`config.mk`:
```
export PLATFORM = sky130hd
export DESIGN_NAME = mips_mc_control
export DESIGN_NICKNAME = d
export VERILOG_FILES = /design/src/rtl/mips_mc_control_pkg.sv /design/src/rtl/mips_mc_wait_timer.sv /design/src/rtl/mips_mc_control.sv
export SDC_FILE = /design/constraint.sdc
export NUM_CORES = 1
export LEC_CHECK = 0
export CAP_MARGIN = 5
export CORE_UTILIZATION = 40
export CTS_CLUSTER_DIAMETER = 120
export DETAILED_ROUTE_END_ITERATION = 6
export GPL_TIMING_DRIVEN = 0
export HOLD_SLACK_MARGIN = 0.15
export PLACE_DENSITY = 0.67
export SLEW_MARGIN = 30
export SYNTH_ARGS = -nofsm -noshare
export SYNTH_HDL_FRONTEND = slang
export SYNTH_HIERARCHICAL = 1
export SYNTH_SLANG_ARGS = --single-unit
```
`constraint.sdc`:
```
create_clock -name clk -period 4.9 [get_ports clk]
set_input_delay 0.735 -clock clk [delete_from_list [all_inputs] [get_ports clk]]
set_output_delay 0.735 -clock clk [all_outputs]
set_load 0.01 [all_outputs]
```
`src/rtl/mips_mc_control_pkg.sv`:
```
// Shared encodings for the multi-cycle MIPS control unit: opcode/func constants, ALU codes,
// datapath select encodings, FSM state and instruction-class enums, plus decode helpers.
package mips_mc_control_pkg;

    localparam int unsigned OP_W     = 6;
    localparam int unsigned STATE_W  = 3;
    localparam int unsigned ALUCTR_W = 3;
    localparam int unsigned SEL_W    = 2;
    localparam int unsigned CLS_W    = 4;

    localparam logic [OP_W-1:0] OP_RTYPE = 6'b000000;
    localparam logic [OP_W-1:0] OP_ORI   = 6'b001101;
    localparam logic [OP_W-1:0] OP_ADDI  = 6'b001000;
    localparam logic [OP_W-1:0] OP_LW    = 6'b100011;
    localparam logic [OP_W-1:0] OP_SW    = 6'b101011;
    localparam logic [OP_W-1:0] OP_BEQ   = 6'b000100;
    localparam logic [OP_W-1:0] OP_LUI   = 6'b001111;
    localparam logic [OP_W-1:0] OP_J     = 6'b000010;
    localparam logic [OP_W-1:0] OP_JAL   = 6'b000011;

    localparam logic [OP_W-1:0] FN_ADDU  = 6'b100001;
    localparam logic [OP_W-1:0] FN_SUBU  = 6'b100011;
    localparam logic [OP_W-1:0] FN_JR    = 6'b001000;

    localparam logic [ALUCTR_W-1:0] ALU_ADD = 3'b000;
    localparam logic [ALUCTR_W-1:0] ALU_SUB = 3'b001;
    localparam logic [ALUCTR_W-1:0] ALU_OR  = 3'b010;
    localparam logic [ALUCTR_W-1:0] ALU_LUI = 3'b011;

    localparam logic [SEL_W-1:0] DST_RT   = 2'd0;
    localparam logic [SEL_W-1:0] DST_RD   = 2'd1;
    localparam logic [SEL_W-1:0] DST_RA   = 2'd2;
    localparam logic [SEL_W-1:0] M2R_ALU  = 2'd0;
    localparam logic [SEL_W-1:0] M2R_DM   = 2'd1;
    localparam logic [SEL_W-1:0] M2R_PC   = 2'd2;
    localparam logic [SEL_W-1:0] EXT_ZERO = 2'd0;
    localparam logic [SEL_W-1:0] EXT_SIGN = 2'd1;
    localparam logic [SEL_W-1:0] EXT_LUI  = 2'd2;

    typedef enum logic [STATE_W-1:0] {
        ST_FETCH  = 3'd0,
        ST_DECODE = 3'd1,
        ST_EXE    = 3'd2,
        ST_MEM    = 3'd3,
        ST_WB     = 3'd4,
        ST_HALT   = 3'd7
    } state_e;

    typedef enum logic [CLS_W-1:0] {
        I_ADDU, I_SUBU, I_JR, I_ORI, I_ADDI, I_LW, I_SW,
        I_BEQ, I_LUI, I_J, I_JAL, I_ILLEGAL
    } instr_e;

    typedef struct packed {
        logic                alu_src;
        logic [SEL_W-1:0]    ext_op;
        logic [ALUCTR_W-1:0] alu_ctr;
    } alu_cfg_t;

    function automatic instr_e decode_instr(input logic [OP_W-1:0] op, input logic [OP_W-1:0] fn);
        instr_e c;
        c = I_ILLEGAL;
        case (op)
            OP_RTYPE: begin
                case (fn)
                    FN_ADDU: c = I_ADDU;
                    FN_SUBU: c = I_SUBU;
                    FN_JR:   c = I_JR;
                    default: c = I_ILLEGAL;
                endcase
            end
            OP_ORI:  c = I_ORI;
            OP_ADDI: c = I_ADDI;
            OP_LW:   c = I_LW;
            OP_SW:   c = I_SW;
            OP_BEQ:  c = I_BEQ;
            OP_LUI:  c = I_LUI;
            OP_J:    c = I_J;
            OP_JAL:  c = I_JAL;
            default: c = I_ILLEGAL;
        endcase
        return c;
    endfunction

    function automatic logic is_jump(input instr_e c);
        return (c == I_J) || (c == I_JAL) || (c == I_JR);
    endfunction

    // ALU operand/extend/op selection; held through MEM/WB so the address and result stay valid.
    function automatic alu_cfg_t alu_cfg(input instr_e c);
        alu_cfg_t cfg;
        cfg = '0;
        case (c)
            I_ADDU: cfg.alu_ctr = ALU_ADD;
            I_SUBU, I_BEQ: cfg.alu_ctr = ALU_SUB;
            I_ORI: begin
                cfg.alu_src = 1'b1;
                cfg.ext_op  = EXT_ZERO;
                cfg.alu_ctr = ALU_OR;
            end
            I_LUI: begin
                cfg.alu_src = 1'b1;
                cfg.ext_op  = EXT_LUI;
                cfg.alu_ctr = ALU_LUI;
            end
            I_ADDI, I_LW, I_SW: begin
                cfg.alu_src = 1'b1;
                cfg.ext_op  = EXT_SIGN;
                cfg.alu_ctr = ALU_ADD;
            end
            default: cfg = '0;
        endcase
        return cfg;
    endfunction

endpackage

```
`src/rtl/mips_mc_wait_timer.sv`:
```
// Memory watchdog: counts cycles a request waits without mem_ready and raises a sticky timeout.
// MAX_WAIT = 0 disables expiry.
module mips_mc_wait_timer #(
    parameter int unsigned MAX_WAIT = 15,
    parameter int unsigned WAIT_W   = 4
) (
    input  logic clk,
    input  logic reset,
    input  logic mem_req_i,
    input  logic mem_ready_i,
    output logic expire_c_o,
    output logic timeout_o
);
    import mips_mc_control_pkg::*;

    localparam logic [WAIT_W-1:0] LAST_WAIT = (MAX_WAIT == 0) ? '0 : WAIT_W'(MAX_WAIT - 1);

    logic [WAIT_W-1:0] cnt_q, cnt_d;
    logic              timeout_q, timeout_d;

    // Expiry fires on the MAX_WAIT-th consecutive unanswered request cycle.
    always_comb begin
        expire_c_o = (MAX_WAIT != 0) && mem_req_i && !mem_ready_i && (cnt_q == LAST_WAIT);
        cnt_d      = (!mem_req_i || mem_ready_i) ? '0 : cnt_q + WAIT_W'(1);
        timeout_d  = timeout_q | expire_c_o;
    end

    always_ff @(posedge clk or posedge reset) begin
        if (reset) begin
            cnt_q     <= '0;
            timeout_q <= 1'b0;
        end else begin
            cnt_q     <= cnt_d;
            timeout_q <= timeout_d;
        end
    end

    assign timeout_o = timeout_q;

endmodule

```
`src/rtl/mips_mc_control.sv`:
```
// Multi-cycle MIPS control FSM (FETCH/DECODE/EXE/MEM/WB/HALT) over a shared req/ready memory port.
// Define MIPS_MC_FAST_JUMP_EN to retire j/jal/jr in DECODE instead of EXE.
module mips_mc_control #(
    parameter int unsigned MAX_WAIT = 15,
    parameter int unsigned WAIT_W   = 4
) (
    input  logic       clk,
    input  logic       reset,
    input  logic [5:0] opcode,
    input  logic [5:0] func,
    input  logic       zero,
    input  logic       overflow,
    input  logic       mem_ready,
    output logic       mem_req,
    output logic       mem_sel,
    output logic       MemWrite,
    output logic       IRWrite,
    output logic       PCWrite,
    output logic       PCSrc,
    output logic       j_ctr,
    output logic       jr_ctr,
    output logic [1:0] RegDst,
    output logic [1:0] MemToReg,
    output logic       ALUSrc,
    output logic       RegWrite,
    output logic [1:0] ExtOp,
    output logic [2:0] ALUctr,
    output logic [2:0] state_o,
    output logic       illegal,
    output logic       timeout
);
    import mips_mc_control_pkg::*;

    state_e   state_q, state_d;
    instr_e   instr_q, instr_d, dec_c, jump_cls;
    logic     illegal_q, illegal_d;
    logic     jump_en;
    logic     mem_phase;
    logic     expire_c;
    alu_cfg_t cfg;

    assign dec_c     = decode_instr(opcode, func);
    assign mem_phase = (state_q == ST_FETCH) || (state_q == ST_MEM);

    mips_mc_wait_timer #(
        .MAX_WAIT (MAX_WAIT),
        .WAIT_W   (WAIT_W)
    ) u_wait_timer (
        .clk         (clk),
        .reset       (reset),
        .mem_req_i   (mem_phase),
        .mem_ready_i (mem_ready),
        .expire_c_o  (expire_c),
        .timeout_o   (timeout)
    );

    always_ff @(posedge clk or posedge reset) begin
        if (reset) begin
            state_q   <= ST_FETCH;
            instr_q   <= I_ILLEGAL;
            illegal_q <= 1'b0;
        end else begin
            state_q   <= state_d;
            instr_q   <= instr_d;
            illegal_q <= illegal_d;
        end
    end

    // Next state and datapath controls; ready/zero/overflow terms act within the current cycle.
    always_comb begin
        state_d   = state_q;
        instr_d   = instr_q;
        illegal_d = illegal_q;
        jump_en   = 1'b0;
        jump_cls  = instr_q;
        cfg       = '0;
        mem_req   = 1'b0;
        mem_sel   = 1'b0;
        MemWrite  = 1'b0;
        IRWrite   = 1'b0;
        PCWrite   = 1'b0;
        PCSrc     = 1'b0;
        j_ctr     = 1'b0;
        jr_ctr    = 1'b0;
        RegDst    = DST_RT;
        MemToReg  = M2R_ALU;
        RegWrite  = 1'b0;

        case (state_q)
            ST_FETCH: begin
                mem_req = 1'b1;
                if (mem_ready) begin
                    IRWrite = 1'b1;
                    state_d = ST_DECODE;
                end
            end
            ST_DECODE: begin
                instr_d = dec_c;
                if (dec_c == I_ILLEGAL) begin
                    illegal_d = 1'b1;
                    PCWrite   = 1'b1;
                    state_d   = ST_FETCH;
                end
`ifdef MIPS_MC_FAST_JUMP_EN
                else if (is_jump(dec_c)) begin
                    jump_en  = 1'b1;
                    jump_cls = dec_c;
                end
`endif
                else begin
                    state_d = ST_EXE;
                end
            end
            ST_EXE: begin
                cfg = alu_cfg(instr_q);
                if ((instr_q == I_LW) || (instr_q == I_SW)) begin
                    state_d = ST_MEM;
                end else if (instr_q == I_BEQ) begin
                    PCWrite = 1'b1;
                    PCSrc   = zero;
                    state_d = ST_FETCH;
                end else if (is_jump(instr_q)) begin
                    jump_en = 1'b1;
                end else begin
                    state_d = ST_WB;
                end
            end
            ST_MEM: begin
                cfg      = alu_cfg(instr_q);
                mem_req  = 1'b1;
                mem_sel  = 1'b1;
                MemWrite = (instr_q == I_SW);
                if (mem_ready) begin
                    if (instr_q == I_SW) begin
                        PCWrite = 1'b1;
                        state_d = ST_FETCH;
                    end else begin
                        state_d = ST_WB;
                    end
                end
            end
            ST_WB: begin
                cfg      = alu_cfg(instr_q);
                RegWrite = !((instr_q == I_ADDI) && overflow);
                PCWrite  = 1'b1;
                RegDst   = ((instr_q == I_ADDU) || (instr_q == I_SUBU)) ? DST_RD : DST_RT;
                MemToReg = (instr_q == I_LW) ? M2R_DM : M2R_ALU;
                state_d  = ST_FETCH;
            end
            ST_HALT: state_d = ST_HALT;
            default: state_d = ST_FETCH;
        endcase

        if (jump_en) begin
            PCWrite = 1'b1;
            j_ctr   = (jump_cls == I_J) || (jump_cls == I_JAL);
            jr_ctr  = (jump_cls == I_JR);
            if (jump_cls == I_JAL) begin
                RegWrite = 1'b1;
                RegDst   = DST_RA;
                MemToReg = M2R_PC;
            end
            state_d = ST_FETCH;
        end

        ALUSrc = cfg.alu_src;
        ExtOp  = cfg.ext_op;
        ALUctr = cfg.alu_ctr;

        if (expire_c) begin
            state_d = ST_HALT;
        end

        // Reset silences the port immediately, aborting any in-flight memory request.
        if (reset) begin
            mem_req  = 1'b0;
            mem_sel  = 1'b0;
            MemWrite = 1'b0;
            IRWrite  = 1'b0;
            PCWrite  = 1'b0;
            PCSrc    = 1'b0;
            j_ctr    = 1'b0;
            jr_ctr   = 1'b0;
            RegDst   = DST_RT;
            MemToReg = M2R_ALU;
            ALUSrc   = 1'b0;
            RegWrite = 1'b0;
            ExtOp    = EXT_ZERO;
            ALUctr   = ALU_ADD;
        end
    end

    assign state_o = state_q;
    assign illegal = illegal_q;

endmodule

```
==> flow_summary.ini <==
[status]
status = complete, no violations

[detailed_routing]
vias_per_cell = 5.36
antenna_left = 0
routedWlPerCell_um = 12.7
drt_wl_total_um = 3170
drt_pass1_iterations = 6
drc = 0
drtIter0Drc = 42
num_vias = 1341

[critical_path]
cp_slowest_cell = clkdlybuf4s50_1
arrival_ns = 3.30
max_stage_delay_ns = 0.60
critical_path_required_ns = 4.16
critical_path.endpoint_type = primary output
start_kind = input port
crit_family = buffers and inverters
cp.buffers_inverters = 2
r2r-end = state_o[2]$_DFFE_PP0P_
cpMostUsedCell = clkdlybuf4s50_1
rr_startpoint = instr_q[3]$_DFFE_PP1P_
path_cells = clkdlybuf4s50_1, or4_4, a211oi_2, o21ai_1, a31o_1, o41ai_2, clkdlybuf4s50_1
r2r_slack_ns = 2.78
crit_type = in2out
critPathMaxFanout = 8
rr_worst_depth = 6

[floorplanning]
num_rows = 20
core_region_area_sq_um = 3030
dieWidth_um = 58.2
die_y_um = 58.2
dieArea_sq_um = 3380
num_io_pins = 41
initial_core_util = 0.417

[global_route]
grt_pass1_vias = 1294
grt-ovfl-total = 0
antenna_found_initial = 0
grt_pass1_wl_um = 5440
globalRouteTotalUtil = 0.201
grt_max_degree = 12

[clock_tree]
cts_max_path_buffers = 2
clk_latency_ns = 0.28
cts_resized = 0
clk_pin_slew_ns = 0.08
hold_buffers = 0
cts_tree = yes
root_buffer = clkbuf_4
htree_levels = 1
cts.sinks = 13
postCtsSetupRepairBufs = 0
cts_buffers = 3

[power]
pwr-share-clk = 0.104
p_comb_frac = 0.630
p_total_w = 0.000655
p_leak_nw = 0.683
seqPwrFrac = 0.266
switching_power_w = 0.000296
switching_share = 0.452
peakVddDrop_mv = 0.175
power_density_nw_per_um2 = 384
p_int_w = 0.000359

[yosys]
synth.distinct_cells = 56
ys_seq_elements = 13
synth_cells = 166
avgSynthCellArea_sq_um = 7.60
synth_warnings = 6
ys_async_sr_fraction = 1.00
netlist_area_sq_um = 1260
syn-num-nets = 185
ys_seq_area_frac = 0.261
synth_edf_count = 0
synth_flop_cell = dfrtp_1

[min_path]
hp-class = reg2reg
hold_start = u_wait_timer/timeout_o$_DFF_PP0_
holdPathStages = 1
hold-path-endpoint = u_wait_timer/timeout_o$_DFF_PP0_

[final_layout]
layout_common_cells = 36 x clkdlybuf4s50_1, 18 x nand2_1, 18 x nor2_1
layout.nets = 226
fin_area_sq_um = 1700
final_core_util = 0.563
area_growth_pct = 35.1
layout-drive-gt1-share = 0.107
antennaDiodeCount = 0
layout_commonest_cell = clkdlybuf4s50_1

[sta]
finalWorstSetupSlack_ns = 0.866
setup_viol = 0
grt_setup_unrepaired = false
period_needed_ns = 4.03
fin_skew_ns = 0.00281
report.final.slew_viol_count = 0
setup-tns-final_ns = 0
period_share = 0.823
hold_viol = 0
max_clock_freq_mhz = 248

[place]
dpl-instance-area_sq_um = 1680
portBuffers = 36
place_congestion = 0.800
dp_hpwl_um = 2520
dp_slack_ns = 0.867

[flow_run]
max-cap-violations = 0
-- worst max path at each step --
stage,startpoint,to,slack [ns],depth (start not counted)
5_1_grt,opcode[0],PCWrite,0.72,7
4_1_cts,opcode[0],PCWrite,0.87,7
2_1_floorplan,opcode[1],PCWrite,2.00,6
6_report,opcode[0],PCWrite,0.87,7
3_3_place_gp,opcode[0],PCWrite,0.90,7
3_5_place_dp,opcode[0],PCWrite,0.87,7
-- through the flow --
step / hold slack (ns) / instances
after global routing: 0.520 / 250
after CTS: 0.489 / 250
after floorplan: 0.454 / 166
after detailed placement: 0.466 / 246
after global placement: 0.459 / 246
final: 0.480 / 250
-- power by group through the flow --
stage	registers [W]	logic (W)	clock network (W)
floorplan	0.000176	0.000281	0
global placement	0.000175	0.000399	0
detailed placement	0.000177	0.000409	0
CTS	0.000175	0.000412	0.0000698
global route	0.000180	0.000454	0.0000758
finish	0.000174	0.000413	0.0000680
-- sequential cells by signal, indices dropped and copies added, names as in the netlist --
signal / flops
u_wait_timer/cnt_q: 4
instr_q: 4
illegal: 1
u_wait_timer/timeout_o: 1
state_o: 3
-- cells by family after synthesis --
logic type | Yosys count | synth area share
AND/OR/NAND/NOR | 78 | 0.337
multiplexers | 2 | 0.0159
XOR/XNOR | 4 | 0.0278
flip-flops | 13 | 0.261
AO/OA/AOI/OAI | 41 | 0.248
adder cells (fa/ha/maj) | 2 | 0.0198
other | 1 | 0.00297
buffers and inverters | 25 | 0.0873
-- Yosys cell counts, types with 2 or more instances --
cell      count  area (sq um)
nand2_1      18          67.6
ha_1          2          25.0
nor4b_1       4          35.0
o32a_1        2          20.0
o21ai_0       5          25.0
a21oi_1       5          25.0
nand3_1       4          20.0
nor2_1       18          67.6
a31oi_1       2          12.5
nor3_1        2          10.0
dfrtp_1      10           250
xnor2_1       4          35.0
nor3b_1       3          22.5
o32ai_1       2          17.5
inv_1        10          37.5
nand3b_1      3          22.5
nor4_1        5          31.3
buf_2         4          20.0
o31ai_1       3          22.5
buf_4         3          22.5
o21a_1        2          15.0
o22ai_1       2          12.5
dfstp_2       3          78.8
o21ai_1       2          10.0
or2_2         3          18.8
nor2b_1       4          25.0
clkbuf_1      6          22.5
nand2b_1      6          37.5
mux2i_1       2          20.0
-- layer usage --
metal	global-route usage	vias up	wire length (um)
met5	0	-	0
met4	0.0714	0	48
met3	0.00670	5	102
met2	0.383	41	1610
met1	0.240	614	1410
li1	-	681	-
-- area by class of cell --
cell class              count  area, sq um
plain buffers              13         65.1
clock buffers               3         22.5
clock inverters             1         5.00
fillers                   307         1320
inverters                  12         45.0
multi-input cells         128          822
flip-flops and latches     13          329
well taps                  44         55.1
repair buffers             36          360
Note: power is estimated with default switching activity, not from simulation.
